--- config.mk ---
export PLATFORM = sky130hd
export DESIGN_NAME = inst_prefetch_queue
export DESIGN_NICKNAME = d
export VERILOG_FILES = /design/src/rtl/inst_prefetch_queue.sv
export SDC_FILE = /design/constraint.sdc
export NUM_CORES = 1
export LEC_CHECK = 0
export ABC_AREA = 1
export CORE_MARGIN = 3
export CORE_UTILIZATION = 61
export CTS_CLUSTER_DIAMETER = 200
export DETAILED_ROUTE_END_ITERATION = 12
export GPL_ROUTABILITY_DRIVEN = 0
export PLACE_DENSITY = 0.92
export SYNTH_ARGS = -nofsm -noshare
export SYNTH_HDL_FRONTEND = slang
export SYNTH_SLANG_ARGS = --single-unit
export TNS_END_PERCENT = 10
--- constraint.sdc ---
create_clock -name clock -period 7.9 [get_ports clock]
set_input_delay 0.79 -clock clock [delete_from_list [all_inputs] [get_ports clock]]
set_output_delay 0.79 -clock clock [all_outputs]
set_load 0.01 [all_outputs]
--- src/rtl/inst_prefetch_queue.sv ---
// inst_prefetch_queue: instruction prefetch FIFO with a single-outstanding fetch FSM
// Ports:
//   clock, reset          - posedge clock, async active-high reset
//   mem_req/mem_addr      - word-address fetch request, held until mem_ack
//   mem_ack/mem_rdata     - memory accept strobe and returned instruction word
//   redirect/redirect_pc  - flush the queue and refetch from a new byte address
//   stall                 - consumer holds the head entry
//   ir/ir_pc4/ir_valid    - head instruction, its byte address + 4, non-empty flag
module inst_prefetch_queue #(
  parameter int          DEPTH    = 4,
  parameter logic [31:0] RESET_PC = 32'h0
) (
  input  logic        clock,
  input  logic        reset,
  output logic        mem_req,
  output logic [29:0] mem_addr,
  input  logic        mem_ack,
  input  logic [31:0] mem_rdata,
  input  logic        redirect,
  input  logic [31:0] redirect_pc,
  input  logic        stall,
  output logic [31:0] ir,
  output logic [31:0] ir_pc4,
  output logic        ir_valid
);
  localparam int AW = $clog2(DEPTH);
  localparam logic [AW:0] FULL = (AW+1)'(DEPTH);
  typedef enum logic [1:0] {IDLE, REQ, DISCARD} state_t;
  state_t        r_state;
  logic [29:0]   r_fpc;
  logic [29:0]   r_daddr;
  logic [AW-1:0] r_rd;
  logic [AW-1:0] r_wr;
  logic [AW:0]   r_count;
  logic [31:0]   r_data [DEPTH];
  logic [29:0]   r_pc   [DEPTH];
  logic          w_push;
  logic          w_pop;
  logic [AW:0]   w_next_count;
  assign w_push       = r_state == REQ && mem_ack && !redirect;
  assign w_pop        = ir_valid && !stall && !redirect;
  assign w_next_count = r_count + (AW+1)'(w_push) - (AW+1)'(w_pop);
  assign ir_valid = r_count != '0;
  assign ir       = ir_valid ? r_data[r_rd] : '0;
  assign ir_pc4   = ir_valid ? {r_pc[r_rd] + 30'd1, 2'b00} : '0;
  assign mem_req  = r_state != IDLE;
  assign mem_addr = r_state == REQ ? r_fpc : r_state == DISCARD ? r_daddr : '0;
  always_ff @(posedge clock)
    if (w_push) begin
      r_data[r_wr] <= mem_rdata;
      r_pc[r_wr]   <= r_fpc;
    end
  // A redirect while a request is still unacknowledged keeps that request on
  // the bus (in DISCARD) so the memory handshake is never broken.
  always_ff @(posedge clock or posedge reset)
    if (reset) begin
      r_state <= IDLE;
      r_fpc   <= RESET_PC[31:2];
      r_daddr <= '0;
      r_rd    <= '0;
      r_wr    <= '0;
      r_count <= '0;
    end else if (redirect) begin
      r_fpc   <= redirect_pc[31:2];
      r_rd    <= '0;
      r_wr    <= '0;
      r_count <= '0;
      r_state <= r_state != IDLE && !mem_ack ? DISCARD : REQ;
      if (r_state == REQ) r_daddr <= r_fpc;
    end else begin
      r_fpc   <= w_push ? r_fpc + 30'd1 : r_fpc;
      r_wr    <= w_push ? r_wr + AW'(1) : r_wr;
      r_rd    <= w_pop ? r_rd + AW'(1) : r_rd;
      r_count <= w_next_count;
      r_state <= r_state == IDLE ? (r_count < FULL ? REQ : IDLE) :
                 r_state == REQ  ? (w_push && w_next_count == FULL ? IDLE : REQ) :
                 (mem_ack ? REQ : DISCARD);
    end
endmodule
==> flow_metrics.tcl <==
set metrics [dict create \
    run_status "finished, final reports clean" \
    cp_data_arrival_time_ns 4.18 \
    grt_max_degree 133 \
    cts_tree "done" \
    post-place-ws_ns 3.58 \
    synth_compound_area_frac 0.0854 \
    synth_most_common_cell "sky130_fd_sc_hd__nand2_1" \
    grt-ovfl-total 0 \
    final.setup.tns_ns 0 \
    cp-startpoint "r_rd[0]" \
    timing.critical_path.required_ns 7.11 \
    max-clock-path-buffers 3 \
    io-pin-count 165 \
    regToRegStartpoint "r_count[1]" \
    setup_ws_ns 2.93 \
    post_synth_main_area_contributors "sky130_fd_sc_hd__edfxtp_1 (50%), sky130_fd_sc_hd__dfrtp_1 (12%), sky130_fd_sc_hd__nand2_1 (11%), sky130_fd_sc_hd__nor2_1 (6.5%), sky130_fd_sc_hd__o21ai_0 (4.1%)" \
    clock_sinks 317 \
    synth_top_area_share 0.496 \
    vias_per_cell 5.83 \
    average_size_of_a_mapped_cell_um2 9.24 \
    number_of_antenna_violations_at_the_first_check_in_global_routing 2 \
    latest_clock_arrival_within_the_worst_skew_pair_ns 0.54 \
    floorplan.rows 56 \
    final-setup-viol-count 0 \
    critical_path_buf_inv_count 2 \
    totalWireLength_um 38200 \
    synthDistinctLibCells 36 \
    skew_ns 0.0255 \
    ys_ff_latch 317 \
    cts_resized 0 \
    die_area_um2 26500 \
    synth_edf_count 248 \
    min_from "r_daddr[29]" \
    share_seq_of_total_power 0.405 \
    clk_transition_reported_paths_ns 0.06 \
    basic_gate_share_of_the_synthesized_area_counting_and_or_nand_and_nor_cells 0.228 \
    synth_async_sr_flop_share 0.218 \
    cpPeakStageDelay_ns 0.71 \
    io_buffers 160 \
    critical_path.cell_chain "inv_6 -> nand2_1 -> nand2_1 -> nand2_1 -> nand2_1 -> ha_1 -> nand3_2 -> nor2_4 -> nand2_1 -> nor2_1 -> nand3_1 -> nand2_1 -> nand2_1 -> nor2_1 -> clkdlybuf4s50_1" \
    first_global_vias 11640 \
    report.final.hold_viol_count 0 \
    grtUsageTotal 0.286 \
    cellInternalPower_mw 3.33 \
    grt_pass1_wl_um 60000 \
    hold_class "reg2reg" \
    p_leak_nw 6.87 \
    final_max_slew_violation_count 0 \
    remaining_drc_errors 0 \
    dp_hpwl_um 23500 \
    wl_per_cell_um 18.2 \
    cpLargestDelayFamily "simple AND/OR/NAND/NOR gates" \
    p_sw_frac 0.357 \
    finalCriticalPeriod_ns 4.97 \
    number_of_nets_still_failing_antenna_checks_after_routing 0 \
    cts_post_setup_buffers_inserted 0 \
    rsz0062_at_grt "false" \
    crit_slowest_cell "sky130_fd_sc_hd__dfrtp_4" \
    p_sw_mw 1.85 \
    post_synth_instance_area_um2 15000 \
    die_width_um 163 \
    ys_flop_type "sky130_fd_sc_hd__edfxtp_1" \
    worstSetupStartpointType "flip-flop" \
    number_of_warnings_issued_by_yosys 0 \
    worst-setup-path-type "reg2out" \
    maxCapViolCount 0 \
    relative_slew_slack 0.194 \
    flow.area_growth_from_synthesis_pct 17.2 \
    num-nets-final 1829 \
    die-height_um 163 \
    synth_mux_area_frac 0 \
    post-synth-top-area-cell "sky130_fd_sc_hd__edfxtp_1" \
    dr.first_iter.drc_count 1633 \
    cellPowerDensity_nw_per_um2 294 \
    cts_hold_buf 0 \
    share_comb_of_total_power 0.354 \
    adder_and_majority_gate_portion_of_the_synthesized_area 0.00801 \
    dr.pass1.iters 6 \
    synth_cells 1623 \
    crit_path_frequent_cell "sky130_fd_sc_hd__nand2_1" \
    max_slew.worst_pin.slew_ns 1.21 \
    worstSetupEndpointType "output port" \
    synthTopCellsByCount "sky130_fd_sc_hd__nand2_1 (450), sky130_fd_sc_hd__nor2_1 (259), sky130_fd_sc_hd__edfxtp_1 (248)" \
    post_route_cells_drive_above_1_share 0.0451 \
    cts_htree_levels 1 \
    fmax_mhz 201 \
    critical_path.max_fanout 132 \
    starting_density_of_the_core 0.630 \
    period_share 0.629 \
    synth_top_family_by_area "simple AND/OR/NAND/NOR gates" \
    design.core.area_um2 23800 \
    root_buffer "sky130_fd_sc_hd__clkbuf_16" \
    synth.yosys.seq_area_share 0.612 \
    clock_network_power_share 0.241 \
    vias 12217 \
    worst_ir_drop_vdd_mv 0.243 \
    synthXorXnorAreaFrac 0.00934 \
    numCtsBuffers 29 \
]
## stage by stage
stage               utilization  cells  hold slack, ns  instance area, um2  total power [mW]
global route              0.738   2094           0.544               17600              5.45
global placement          0.703   2039           0.469               16700              3.84
CTS                       0.738   2092           0.508               17600              5.15
floorplan                     -   1624           0.454               15000              3.17
finish                    0.738   2094           0.505               17600              5.17
detailed placement        0.703   2039           0.479               16700              3.90
## cell families (layout without fill, tap and decap cells)
logic type / Yosys count / in the layout
fa+ha+maj: 9 / 9
buf+inv: 198 / 347
other cells: 1 / 4
simple gates: 848 / 848
xor+xnor: 16 / 16
flops: 317 / 317
compound gates: 234 / 234
## per-layer routing
| layer | share of wire | GRT usage |
|---|---|---|
| met5 | 0 | 0 |
| met4 | 0.044 | 0.117 |
| met3 | 0.11 | 0.0481 |
| met2 | 0.47 | 0.458 |
| met1 | 0.38 | 0.393 |
## worst min-delay path, stage by stage (launching register included)
cell	delay, ns
sky130_fd_sc_hd__dfrtp_1	0.35
sky130_fd_sc_hd__nand2_1	0.05
sky130_fd_sc_hd__o21ai_0	0.07
## sequential cells by signal, summed over array words and instances (netlist names)
register	flops
r_count	3
r_rd	2
r_data	128
r_wr	2
r_fpc	30
r_state	2
r_daddr	30
r_pc	120
## worst paths after layout
check                              end  slack (ns)  cells after the start
max in group asynchronous      r_rd[0]        6.43                      3
setup / recovery            ir_pc4[28]        2.93                     15
hold / removal             r_daddr[29]        0.51                      2
hold reg to reg            r_daddr[29]        0.51                      2
setup reg to reg            r_state[0]        4.77                     14
min in group asynchronous   r_daddr[3]        0.83                      3
## layout by cell type (no fill, tap or decap), drive strengths merged, types with 34 or more instances in the layout
| master | n |
|---|---|
| clkdlybuf4s50 | 160 |
| inv | 121 |
| nand3 | 96 |
| clkbuf | 34 |
| o21ai | 129 |
| a21oi | 50 |
| nor2 | 271 |
| edfxtp | 248 |
| dfrtp | 69 |
| nand2 | 453 |
## power by group through the flow
stage               sequential (mW)  clock [mW]  combinational, mW
floorplan                      2.05           0               1.12
global placement               2.10           0               1.73
detailed placement             2.12           0               1.79
CTS                            2.09        1.25               1.82
global route                   2.11        1.33               2.01
finish                         2.10        1.24               1.83
## cell type report
class,count,area (um2)
Sequential cell,317,9180
Fill cell,1561,6240
Clock buffer,34,744
Clock inverter,19,92.6
Multi-Input combinational cell,1109,5010
Timing Repair Buffer,172,1690
Antenna cell,2,5.00
Tap cell,319,399
Inverter,122,463
Power figures use the tool's default switching activity.
